[src/rtl/ai_paddle_ctrl.sv]
// Left-side computer opponent: snapshots the balls and paddles on each frame strobe,
// scans the five balls for the nearest incoming one, then issues a single paddle move code.
module ai_paddle_ctrl #(
  parameter int HEIGHT    = 480,
  parameter int PAD11_X   = 61,
  parameter int PAD_WIDTH = 4,
  parameter int DEADBAND  = 6
) (
  input  logic               clk,
  input  logic               rst_n,
  input  logic               stclk,
  input  logic               enable,
  input  logic [54:0]        ball_posx_bus,
  input  logic [54:0]        ball_posy_bus,
  input  logic [54:0]        ball_velx_bus,
  input  logic signed [10:0] paddle10_posy,
  input  logic signed [10:0] paddle11_posy,
  output logic [2:0]         AI_M,
  output logic [2:0]         target,
  output logic               busy,
  output logic [1:0]         state_dbg
);

  typedef enum logic [1:0] {IDLE = 2'd0, SCAN = 2'd1, DECIDE = 2'd2} state_e;

  localparam logic [2:0]         NONE     = 3'd7;
  localparam logic signed [11:0] CENTRE   = 12'(HEIGHT / 2);
  localparam logic signed [11:0] PAD_EDGE = 12'(PAD11_X + PAD_WIDTH);
  localparam logic signed [11:0] DB_POS   = 12'(DEADBAND);
  localparam logic signed [11:0] DB_NEG   = -12'(DEADBAND);

  state_e            state_q, state_d;
  logic [2:0]        idx_q, idx_d;
  logic [2:0]        best_q, best_d;
  logic signed [10:0] best_x_q, best_x_d;
  logic signed [10:0] best_y_q, best_y_d;
  logic signed [10:0] snap_x_q [5];
  logic signed [10:0] snap_x_d [5];
  logic signed [10:0] snap_y_q [5];
  logic signed [10:0] snap_y_d [5];
  logic [4:0]        snap_v_q, snap_v_d;
  logic signed [10:0] pad10_q, pad10_d;
  logic signed [10:0] pad11_q, pad11_d;
  logic [2:0]        ai_m_q, ai_m_d;
  logic [2:0]        target_q, target_d;

  // Only the sign of each x velocity matters; the magnitude bits are intentionally dropped.
  logic unused_velx;
  assign unused_velx = ^ball_velx_bus;

  // Move decision from the scan result (or recentre when nothing is incoming).
  logic signed [11:0] off10, off11, abs10, abs11, diff;
  logic               use_p11;
  logic [2:0]         move_code;

  always_comb begin
    off10 = $signed({pad10_q[10], pad10_q}) - CENTRE;
    off11 = $signed({pad11_q[10], pad11_q}) - CENTRE;
    abs10 = off10[11] ? -off10 : off10;
    abs11 = off11[11] ? -off11 : off11;
    if (best_q != NONE) begin
      use_p11 = $signed({best_x_q[10], best_x_q}) > PAD_EDGE;
      diff    = $signed({best_y_q[10], best_y_q}) -
                (use_p11 ? $signed({pad11_q[10], pad11_q}) : $signed({pad10_q[10], pad10_q}));
    end else begin
      use_p11 = abs11 > abs10;
      diff    = use_p11 ? -off11 : -off10;
    end
    move_code = 3'd0;
    if (diff > DB_POS)      move_code = use_p11 ? 3'd3 : 3'd1;
    else if (diff < DB_NEG) move_code = use_p11 ? 3'd4 : 3'd2;
  end

  always_ff @(posedge clk or negedge rst_n) begin
    if (!rst_n) begin
      state_q  <= IDLE;
      idx_q    <= '0;
      best_q   <= NONE;
      best_x_q <= '0;
      best_y_q <= '0;
      for (int i = 0; i < 5; i++) begin
        snap_x_q[i] <= '0;
        snap_y_q[i] <= '0;
      end
      snap_v_q <= '0;
      pad10_q  <= '0;
      pad11_q  <= '0;
      ai_m_q   <= '0;
      target_q <= NONE;
    end else begin
      state_q  <= state_d;
      idx_q    <= idx_d;
      best_q   <= best_d;
      best_x_q <= best_x_d;
      best_y_q <= best_y_d;
      snap_x_q <= snap_x_d;
      snap_y_q <= snap_y_d;
      snap_v_q <= snap_v_d;
      pad10_q  <= pad10_d;
      pad11_q  <= pad11_d;
      ai_m_q   <= ai_m_d;
      target_q <= target_d;
    end
  end

  // Priority: disable beats strobe, strobe beats the scan in progress.
  always_comb begin
    state_d  = state_q;
    idx_d    = idx_q;
    best_d   = best_q;
    best_x_d = best_x_q;
    best_y_d = best_y_q;
    snap_x_d = snap_x_q;
    snap_y_d = snap_y_q;
    snap_v_d = snap_v_q;
    pad10_d  = pad10_q;
    pad11_d  = pad11_q;
    ai_m_d   = ai_m_q;
    target_d = target_q;
    if (!enable) begin
      state_d  = IDLE;
      ai_m_d   = 3'd0;
      target_d = NONE;
    end else if (stclk) begin
      for (int i = 0; i < 5; i++) begin
        snap_x_d[i] = ball_posx_bus[11*i +: 11];
        snap_y_d[i] = ball_posy_bus[11*i +: 11];
        snap_v_d[i] = ball_velx_bus[11*i + 10];
      end
      pad10_d = paddle10_posy;
      pad11_d = paddle11_posy;
      idx_d   = 3'd0;
      best_d  = NONE;
      state_d = SCAN;
    end else begin
      case (state_q)
        SCAN: begin
          // Strict less-than keeps the lower index on equal x.
          if (snap_v_q[idx_q] && (best_q == NONE || snap_x_q[idx_q] < best_x_q)) begin
            best_d   = idx_q;
            best_x_d = snap_x_q[idx_q];
            best_y_d = snap_y_q[idx_q];
          end
          if (idx_q == 3'd4) state_d = DECIDE;
          else               idx_d   = idx_q + 3'd1;
        end
        DECIDE: begin
          target_d = best_q;
          ai_m_d   = move_code;
          state_d  = IDLE;
        end
        default: state_d = IDLE;
      endcase
    end
  end

  // busy also covers the capture cycle, while the strobe is being sampled.
  always_comb begin
    AI_M      = ai_m_q;
    target    = target_q;
    busy      = (state_q != IDLE) || (stclk && enable);
    state_dbg = state_q;
  end

endmodule

[config.mk]
export PLATFORM = sky130hd
export DESIGN_NAME = ai_paddle_ctrl
export DESIGN_NICKNAME = d
export VERILOG_FILES = /design/src/rtl/ai_paddle_ctrl.sv
export SDC_FILE = /design/constraint.sdc
export NUM_CORES = 1
export LEC_CHECK = 0
export ABC_CLOCK_PERIOD_IN_PS = 4900
export CAP_MARGIN = 20
export CORE_MARGIN = 3
export CORE_UTILIZATION = 27
export CTS_BUF_LIST = sky130_fd_sc_hd__clkbuf_8
export DETAILED_ROUTE_END_ITERATION = 10
export SLEW_MARGIN = 0
export SYNTH_ARGS = -nofsm -noshare
export SYNTH_HDL_FRONTEND = slang
export SYNTH_SLANG_ARGS = --single-unit
[constraint.sdc]
create_clock -name clk -period 4.9 [get_ports clk]
set_clock_uncertainty 0.05 [all_clocks]
set_input_delay 0.98 -clock clk [delete_from_list [all_inputs] [get_ports clk]]
set_output_delay 0.98 -clock clk [all_outputs]
set_load 0.01 [all_outputs]
==> impl_results.md, run 1 <==
* Status: completed
* Sequential share of the synthesized area at 42.5%
* Starting Density at 27.6%
* Die Footprint at 40,100 um^2
* Die W at 200 um
* CTS tree: done
* Tightest Pin Transition at 0.837 ns
* CTS sink cnt at 173
* Slowest stage cell on the critical path: or3b_1
* Post-synth top flop: dfrtp_1
* Fin crit period at 4.64 ns
* Row Count at 70
* Maxcap violations at 0
* Nets at 1,543
* Port Buf Inserts at 149
* Initial antenna violation count at 0
* Hold buffer count at CTS at 0
* Hold crit path type: flop to flop
* Drt first pass iters at 5
* Fin. Hold Viols at 0
* Ports at 200
* Static leakage at 5.97 nW
* Largest net degree at the start of global routing at 113
* Setup Total Neg Slack at 0 ns
* Vias/cell at 4.67
* Per-cell routed wire length at 15.7 um
* Count of cell types in the netlist at 74
* Commonest cells in the netlist: 436 x nand2_1, 167 x dfrtp_1, 57 x clkbuf_1, 43 x nor2_1, 41 x ha_1
* Global Route Usage Sum at 14.2%
* Worst setup path class: flop to flop
* Gr ovfl total at 0
* Mapped Area at 10,200 um^2
* Syn avg cell area at 8.88 um^2
* Inserted Clock Buffers at 17
* Antenna Nets Post-Route at 0
* WP data arrival at 4.93 ns
* CP cell instances: inv_1 -> ha_1 -> or3b_1 -> nor3_1 -> nand2_1 -> o32ai_1 -> a21boi_0 -> ha_1 -> nand4_1 -> o32ai_2 -> buf_4 -> a31o_1 -> a221oi_2 -> buf_4 -> nand4_1 -> a2111o_1 -> o21bai_1 -> mux2_2 -> a21oi_1
* Root Buffer: clkbuf_8
* Fmax at 0.216 GHz
* FF+latch count, synth at 173
* P&R area growth vs syn at 27.0%
* CP Max Fanout at 7
* Count leader, synth: nand2_1
* Post-DP HPWL at 21,200 um
* DRC viols at 0
* Clock Path Buffers at 2
* Worst vdd ir at 0.189 mV
* Period utilisation layout at 94.7%
* Max-slew headroom at 44.2%
* Cell taking the most area after synthesis: dfrtp_1
* Htree depth at 4
* Area of the core at 36,900 um^2
* Critical path launch point type: flop
* Antenna diodes at 0
* # setup viols final at 0
* WHS at 0.428 ns
* Syn_nets at 1,381
* Asr flop ratio synth at 100%
* Setup WS pre-CTS at 0.249 ns
* DR iter-0 viols at 527
* Synth area leaders: dfrtp_1 41%, nand2_1 16%, mux4_2 5.1%, ha_1 5.0%, mux2_4 2.5%
* Yosys top cell area share at 41.0%
* Die H at 200 um
* Gate Count Post-Synth at 1,148
* EDFF count, synth at 0
* Clk Latency, worst-skew pair at 0.48 ns
* CTS clk-pin slew, worst paths at 0.09 ns
* Final WS setup at 0.261 ns
* Pwr/cell area at 405 nW/um^2
* Global-route wire length before repair at 45,800 um
* Slew Viols, Final at 0
* WL final at 28,800 um
* Overall Power at 5.24 mW
* Max stage delay on crit path at 0.43 ns
* Yosys Warn Count at 0
* Final GP Congestion at 0.880
* Share of cells above drive strength 1 at 12.5%
* Crit end category: flop
* RSZ-0062 raised after global routing: false
* Routed vias at 8,534
* CP required at 5.19 ns
* Number of global-route vias before repair at 8,372
power breakdown:
part | internal, mW | switching (mW)
logic | 1.15 | 1.22
clock network | 0.457 | 0.575
registers | 1.66 | 0.179
total | 3.26 | 1.98
worst max-delay path: cells and delay by family, from the launching register on:
kind,cells,cell delay [ns]
flops,1,0.40
fa+ha+maj,2,0.50
simple gates,5,1.06
buf+inv,3,0.40
compound gates,8,1.93
mux,1,0.17
placed cells by master, fill, tap and decap left out, types with 6 or more instances in the layout:
cell and count:
o21ai_0 29, clkdlybuf4s50_1 148, nand2b_1 6, or3_1 6, a21o_1 7, a21oi_1 28
nor2b_1 6, nand4_1 8, xnor2_1 24, a22oi_1 6, ha_1 41, a211oi_1 6
mux2i_1 22, buf_4 63, nand3_1 14, clkbuf_8 20, inv_1 30, nand2_1 435
nor3_1 15, dfstp_2 6, dfrtp_1 165, a22o_1 19, nor2_1 43, mux2_4 17
and3_1 7, mux4_2 23, a31oi_1 6, xor2_1 14
final timing paths:
path	start	end	slack (ns)	depth (start not counted)
max in group asynchronous	rst_n	snap_y_q[52]	3.31	2
hold reg to reg	snap_y_q[42]	snap_y_q[42]	0.43	2
hold / removal	snap_y_q[42]	snap_y_q[42]	0.43	2
setup reg to reg	pad11_q[0]	AI_M[1]	0.26	19
setup / recovery	pad11_q[0]	AI_M[1]	0.26	19
min in group asynchronous	rst_n	pad11_q[9]	0.44	1
per-layer routing:
| metal | global-route usage (%) | routed length [um] | vias up |
|---|---|---|---|
| met5 | 0 | 0 | - |
| met4 | 3.66 | 505 | 0 |
| met2 | 22.0 | 13100 | 225 |
| met1 | 20.3 | 13900 | 4056 |
| met3 | 2.93 | 1260 | 31 |
| li1 | - | - | 4222 |
layout make-up:
cell class	instances	area, um^2
inverter	31	116
tap	504	631
timing repair buffer	213	1990
clock buffer	20	275
sequential	173	4340
clock inverter	12	125
fill	3811	23900
multi-input combinational	874	5470
through the flow:
step / cell area, um^2 / instances / utilization (%)
floorplan: 10200 / 1148 / -
global placement: 12500 / 1794 / 33.9
detailed placement: 12500 / 1794 / 33.9
CTS: 12900 / 1826 / 35.0
finish: 12900 / 1827 / 35.1
global route: 12900 / 1827 / 35.1
logic make-up after synthesis:
kind of cell / after synthesis / share of synthesized area (%)
xor gates and xnor gates: 38 / 3.26
AOI/OAI and AO/OA: 162 / 11.3
and+or+nand+nor: 565 / 23.1
buffers and inverters: 101 / 4.30
DFF: 173 / 42.5
muxes: 67 / 10.3
adders and majority gates: 42 / 5.23
state kept, by name, indices dropped and copies added (netlist names):
register and cells:
AI_M 3, best_x_q 11, idx_q 3, snap_x_q 55
pad11_q 11, target 3, snap_v_q 5, snap_y_q 55
best_q 3, best_y_q 11, pad10_q 11, state_dbg 2
timing repair:
action                                  CTS  global route
setup buffers                             0             1
gates resized for setup                   0             5
endpoints found under the setup margin    0             2
No activity file was read; power rests on OpenSTA's default activity.
==> run 2, diff against run 1 <==
--- a/config.mk
+++ b/config.mk
@@ -7,6 +7,7 @@
 export LEC_CHECK = 0
 export ABC_CLOCK_PERIOD_IN_PS = 4900
 export CAP_MARGIN = 20
+export CORE_ASPECT_RATIO = 1.1
 export CORE_MARGIN = 3
 export CORE_UTILIZATION = 27
 export CTS_BUF_LIST = sky130_fd_sc_hd__clkbuf_8
==> impl_results.md, run 2 (synthesized netlist as in run 1, its figures left out) <==
* Routed vias at 8,510
* Global-route wire length before repair at 46,500 um
* Starting Density at 27.4%
* Die W at 191 um
* Initial antenna violation count at 0
* Area of the core at 37,200 um^2
* Largest regs: snap_x_q: 55 flops, snap_y_q: 55 flops
* Post-DP Area at 12,500 um^2
* Number of global-route vias before repair at 8,598
* Max-slew headroom at 42.7%
* Share of cells above drive strength 1 at 12.1%
* P&R area growth vs syn at 26.5%
* Antenna diodes at 0
* Die Footprint at 40,100 um^2
* WHS at 0.427 ns
* CTS sink cnt at 173
* Ports at 200
* RSZ-0062 raised after global routing: false
* Pwr/cell area at 410 nW/um^2
* Switching Share at 37.2%
* Static leakage at 5.95 nW
* CP required at 5.19 ns
* CP Max Fanout at 6
* WP data arrival at 4.79 ns
* Root Buffer: clkbuf_8
* Crit end category: flop
* Setup WS pre-CTS at 0.244 ns
* Slew Viols, Final at 0
* Vias/cell at 4.70
* Critical path launch point type: flop
* Htree depth at 4
* DRC viols at 0
* Port Buf Inserts at 149
* Clk network pwr share at 20.2%
* Final Instance Area at 12,900 um^2
* Drt first pass iters at 5
* Final WS setup at 0.406 ns
* Core Util, Final at 34.7%
* # setup viols final at 0
* Worst vdd ir at 0.197 mV
* Antenna Nets Post-Route at 0
* Tightest Pin Transition at 0.860 ns
* Int Pwr at 3.32 mW
* CTS clk-pin slew, worst paths at 0.09 ns
* Per-cell routed wire length at 16.0 um
* Gr ovfl total at 0
* P_sw at 1.97 mW
* Largest net degree at the start of global routing at 91
* Commonest non-fill, non-tap cells in the layout: 435 x nand2_1, 165 x dfrtp_1, 148 x clkdlybuf4s50_1
* Inserted Clock Buffers at 17
* Overall Power at 5.29 mW
* Clock Path Buffers at 2
* Die H at 210 um
* Row Count at 74
* Final GP Congestion at 0.905
* Hold crit path type: flop to flop
* Period utilisation layout at 91.7%
* DR iter-0 viols at 500
* Placed cell count at 1,778
* Fmax at 0.223 GHz
* Setup Total Neg Slack at 0 ns
* Fin. Hold Viols at 0
* Worst setup path class: flop to flop
* Nets at 1,537
* Fin crit period at 4.49 ns
* Status: completed
* Comb power frac at 45.0%
* Part of the power in registers at 34.8%
* Commonest non-fill, non-tap cell in the layout: nand2_1
* Hold buffer count at CTS at 0
* Maxcap violations at 0
* Final std cells w/o fill at 1,809
* Global Route Usage Sum at 14.7%
* Clk Latency, worst-skew pair at 0.47 ns
* CTS tree: done
* WL final at 29,000 um
* Post-DP HPWL at 21,300 um
run 2: changes by cell type in the layout (fill, tap and decap cells not counted), moves of 2 or more:
cell       before  now
clkinv_2        1    3
bufinv_16       1    3
buf_4          63   56
clkbuf_8       20   18
run 2: per-layer routing:
metal  global-route usage, %  vias to the layer above  part of all wire, %  wire length [um]
met5                       0                        -                    0                 0
met3                    2.76                       31                  3.6              1040
li1                        -                     4213                    -                 -
met1                    20.1                     4071                   47             13500
met2                    23.6                      195                   48             13800
met4                    4.30                        0                  2.1               620
run 2: critical path, stage by stage, from the launching register on:
cell and delay, ns:
dfrtp_1 0.39, ha_1 0.26, xnor2_1 0.20, nand4b_1 0.12
buf_4 0.18, o41ai_1 0.24, a211oi_1 0.10, mux2_2 0.30
ha_1 0.31, nand4_1 0.16, a211o_1 0.35, a31o_2 0.29
buf_4 0.17, a32oi_1 0.25, a211oi_1 0.12, a2111o_1 0.45
o21bai_1 0.19, mux2_2 0.18, a21oi_1 0.06
run 2: final cells by class:
class	instances	area [um^2]
fill	3868	24300
multi-input combinational	874	5460
sequential	173	4340
timing repair buffer	207	1950
tap	494	618
clock buffer	18	248
clock inverter	12	160
inverter	31	120
run 2: path summary, 6_finish.rpt:
kind,from,to,slack (ns),depth (start not counted)
max,pad10_q[4],AI_M[1],0.41,18
min,snap_x_q[48],snap_x_q[48],0.43,2
max reg2reg,pad10_q[4],AI_M[1],0.41,18
min reg2reg,snap_x_q[48],snap_x_q[48],0.43,2
max in group asynchronous,rst_n,snap_y_q[18],3.30,2
min in group asynchronous,rst_n,pad10_q[10],0.52,1
run 2: timing repair:
action                     CTS  global route
hold endpoints to repair     0             0
buffers inserted             0             1
gates resized for setup      0             7
setup endpoints to repair    0             3
run 2: power by group through the flow:
stage	clock, mW	sequential [mW]	combinational (mW)
2_1_floorplan	0	1.78	1.66
3_3_place_gp	0	1.86	2.29
3_5_place_dp	0	1.87	2.35
4_1_cts	1.12	1.84	2.37
5_1_grt	1.17	1.88	2.63
6_report	1.07	1.84	2.38
==> run 3, diff against run 2 <==
--- a/config.mk
+++ b/config.mk
@@ -5,7 +5,7 @@
 export SDC_FILE = /design/constraint.sdc
 export NUM_CORES = 1
 export LEC_CHECK = 0
-export ABC_CLOCK_PERIOD_IN_PS = 4900
+export ABC_CLOCK_PERIOD_IN_PS = 5400
 export CAP_MARGIN = 20
 export CORE_ASPECT_RATIO = 1.1
 export CORE_MARGIN = 3
==> constraint.sdc (replaced) <==
create_clock -name clk -period 5.4 [get_ports clk]
set_clock_uncertainty 0.05 [all_clocks]
set_input_delay 1.08 -clock clk [delete_from_list [all_inputs] [get_ports clk]]
set_output_delay 1.08 -clock clk [all_outputs]
set_load 0.01 [all_outputs]
==> impl_results.md, run 3 (synthesized netlist as in run 1, its figures left out) <==
* Vias/cell at 4.76
* Inserted Clock Buffers at 17
* WHS Path Cells at 2
* Fmax at 0.200 GHz
* Root Buffer: clkbuf_8
* Worst R2R Start: pad10_q[6]
* Status: completed
* Filler cells at 3,872
* Critical path launch point type: flop
* Ports at 200
* Commonest non-fill, non-tap cells in the layout: 435 x nand2_1, 166 x dfrtp_1, 148 x clkdlybuf4s50_1
* DR iter-0 viols at 486
* Fin crit period at 5.00 ns
* CTS sink cnt at 173
* Slew Viols, Final at 0
* R2R Path End: AI_M[1]
* Period utilisation layout at 92.6%
* Multi-input logic area at 5440 um^2
* WP data arrival at 5.30 ns
* Max-slew headroom at 37.9%
* Cts repair resizes at 0
* DRC viols at 0
* Post-DP Area at 12,200 um^2
* RSZ-0062 raised after global routing: false
* Routed vias at 8,434
* Drt first pass iters at 5
* Max stage delay on crit path at 0.64 ns
* Row Count at 74
* CTS clk-pin slew, worst paths at 0.11 ns
* Pwr/cell area at 369 nW/um^2
* Die Footprint at 40,100 um^2
* Commonest non-fill, non-tap cell in the layout: nand2_1
* Post-DP HPWL at 20,400 um
* R2R depth at 15
* P&R area growth vs syn at 23.5%
* Hold buffer count at CTS at 0
* CP required at 5.70 ns
* Share of cells above drive strength 1 at 9.08%
* Clk Latency, worst-skew pair at 0.47 ns
* Largest net degree at the start of global routing at 89
* Per-cell routed wire length at 15.8 um
* Final Instance Area at 12,600 um^2
* Worst vdd ir at 0.188 mV
* Die W at 191 um
* Slowest stage cell on the critical path: dfrtp_1
* Area of the core at 37,200 um^2
* Hold crit path type: flop to flop
* Worst setup path class: flop to flop
* Clock Path Buffers at 2
* Tightest Pin Transition at 0.931 ns
* Static leakage at 5.76 nW
* CP cell instances: nand3_1 -> o31a_1 -> a21o_1 -> a211oi_1 -> mux2_2 -> ha_1 -> a21o_1 -> a21oi_1 -> a31oi_2 -> or3_1 -> a211oi_1 -> o2111ai_1 -> o31ai_1 -> mux2_2 -> a21oi_1
* Global-route wire length before repair at 45,400 um
* Antenna diodes at 0
* Htree depth at 4
* Antenna Nets Post-Route at 0
* Crit end category: flop
* Worst Hold End: snap_y_q[19]
* Nets at 1,498
* CP Max Fanout at 11
* # setup viols final at 0
* Crit path max-delay family: compound AO/OA/AOI/OAI gates
* Post-CTS setup buffers at 0
* Starting Density at 27.4%
* Global Route Usage Sum at 14.1%
* Flop2flop setup slack at 0.40 ns
* Final GP Congestion at 0.866
* Port Buf Inserts at 149
* Largest regs: snap_x_q: 55 flops, snap_y_q: 55 flops
* Die H at 210 um
* Hold wc startpoint: snap_y_q[19]
* Maxcap violations at 0
* Reg area at 4340 um^2
* Crit path buf inv count at 0
* Fin. Hold Viols at 0
* Gr ovfl total at 0
* CTS tree: done
* WL final at 28,000 um
* Setup Total Neg Slack at 0 ns
* Initial antenna violation count at 0
* Number of global-route vias before repair at 8,499
-- run 3: power breakdown --
group	internal, mW	total, mW	leakage (nW)	switching (mW)
sequential	1.50	1.67	2.14	0.173
combinational	0.936	2.00	3.41	1.06
clock	0.400	0.974	0.212	0.574
-- run 3: cell type report --
class	instances	area share, %
clock buffer	17	1.86
clock inverter	15	1.54
inverter	31	0.924
multi-input combinational	874	43.2
sequential	173	34.4
tap	494	4.91
timing repair buffer	168	13.1
-- run 3: per-layer routing --
metal	vias to the layer above	track usage, %	share of wire [%]
met2	224	21.9	46
met3	44	2.66	4.5
met4	0	5.24	3.0
met5	-	0	0
li1	4132	-	-
met1	4034	19.6	47
-- run 3: how the worst max path moves through the flow --
stage / start / endpoint / slack (ns) / depth (start not counted)
after floorplan: pad10_q[5] / AI_M[1] / 1.12 / 22
after global placement: pad10_q[6] / AI_M[1] / 0.59 / 15
after detailed placement: pad10_q[6] / AI_M[1] / 0.53 / 15
after CTS: pad10_q[6] / AI_M[1] / 0.50 / 15
after global routing: pad10_q[6] / AI_M[1] / 0.10 / 15
final: pad10_q[6] / AI_M[1] / 0.40 / 15
-- run 3: worst register-to-register path: cells and delay by family, from the launching register on --
| family | cells | cell delay, ns |
|---|---|---|
| and+or+nand+nor | 2 | 0.77 |
| DFF | 1 | 0.64 |
| adders and majority gates | 1 | 0.25 |
| muxes | 2 | 0.49 |
| AOI/OAI and AO/OA | 10 | 2.70 |
-- run 3: metrics by stage --
stage | total power, mW | setup slack (ns) | hold slack [ns] | utilization, % | instances
after floorplan | 3.12 | 1.12 | 0.390 | - | 1148
after global placement | 3.65 | 0.585 | 0.404 | 32.7 | 1740
after detailed placement | 3.69 | 0.528 | 0.407 | 32.7 | 1740
after CTS | 4.70 | 0.503 | 0.436 | 33.8 | 1772
after global routing | 5.02 | 0.101 | 0.452 | 33.8 | 1772
final | 4.65 | 0.398 | 0.432 | 33.8 | 1772
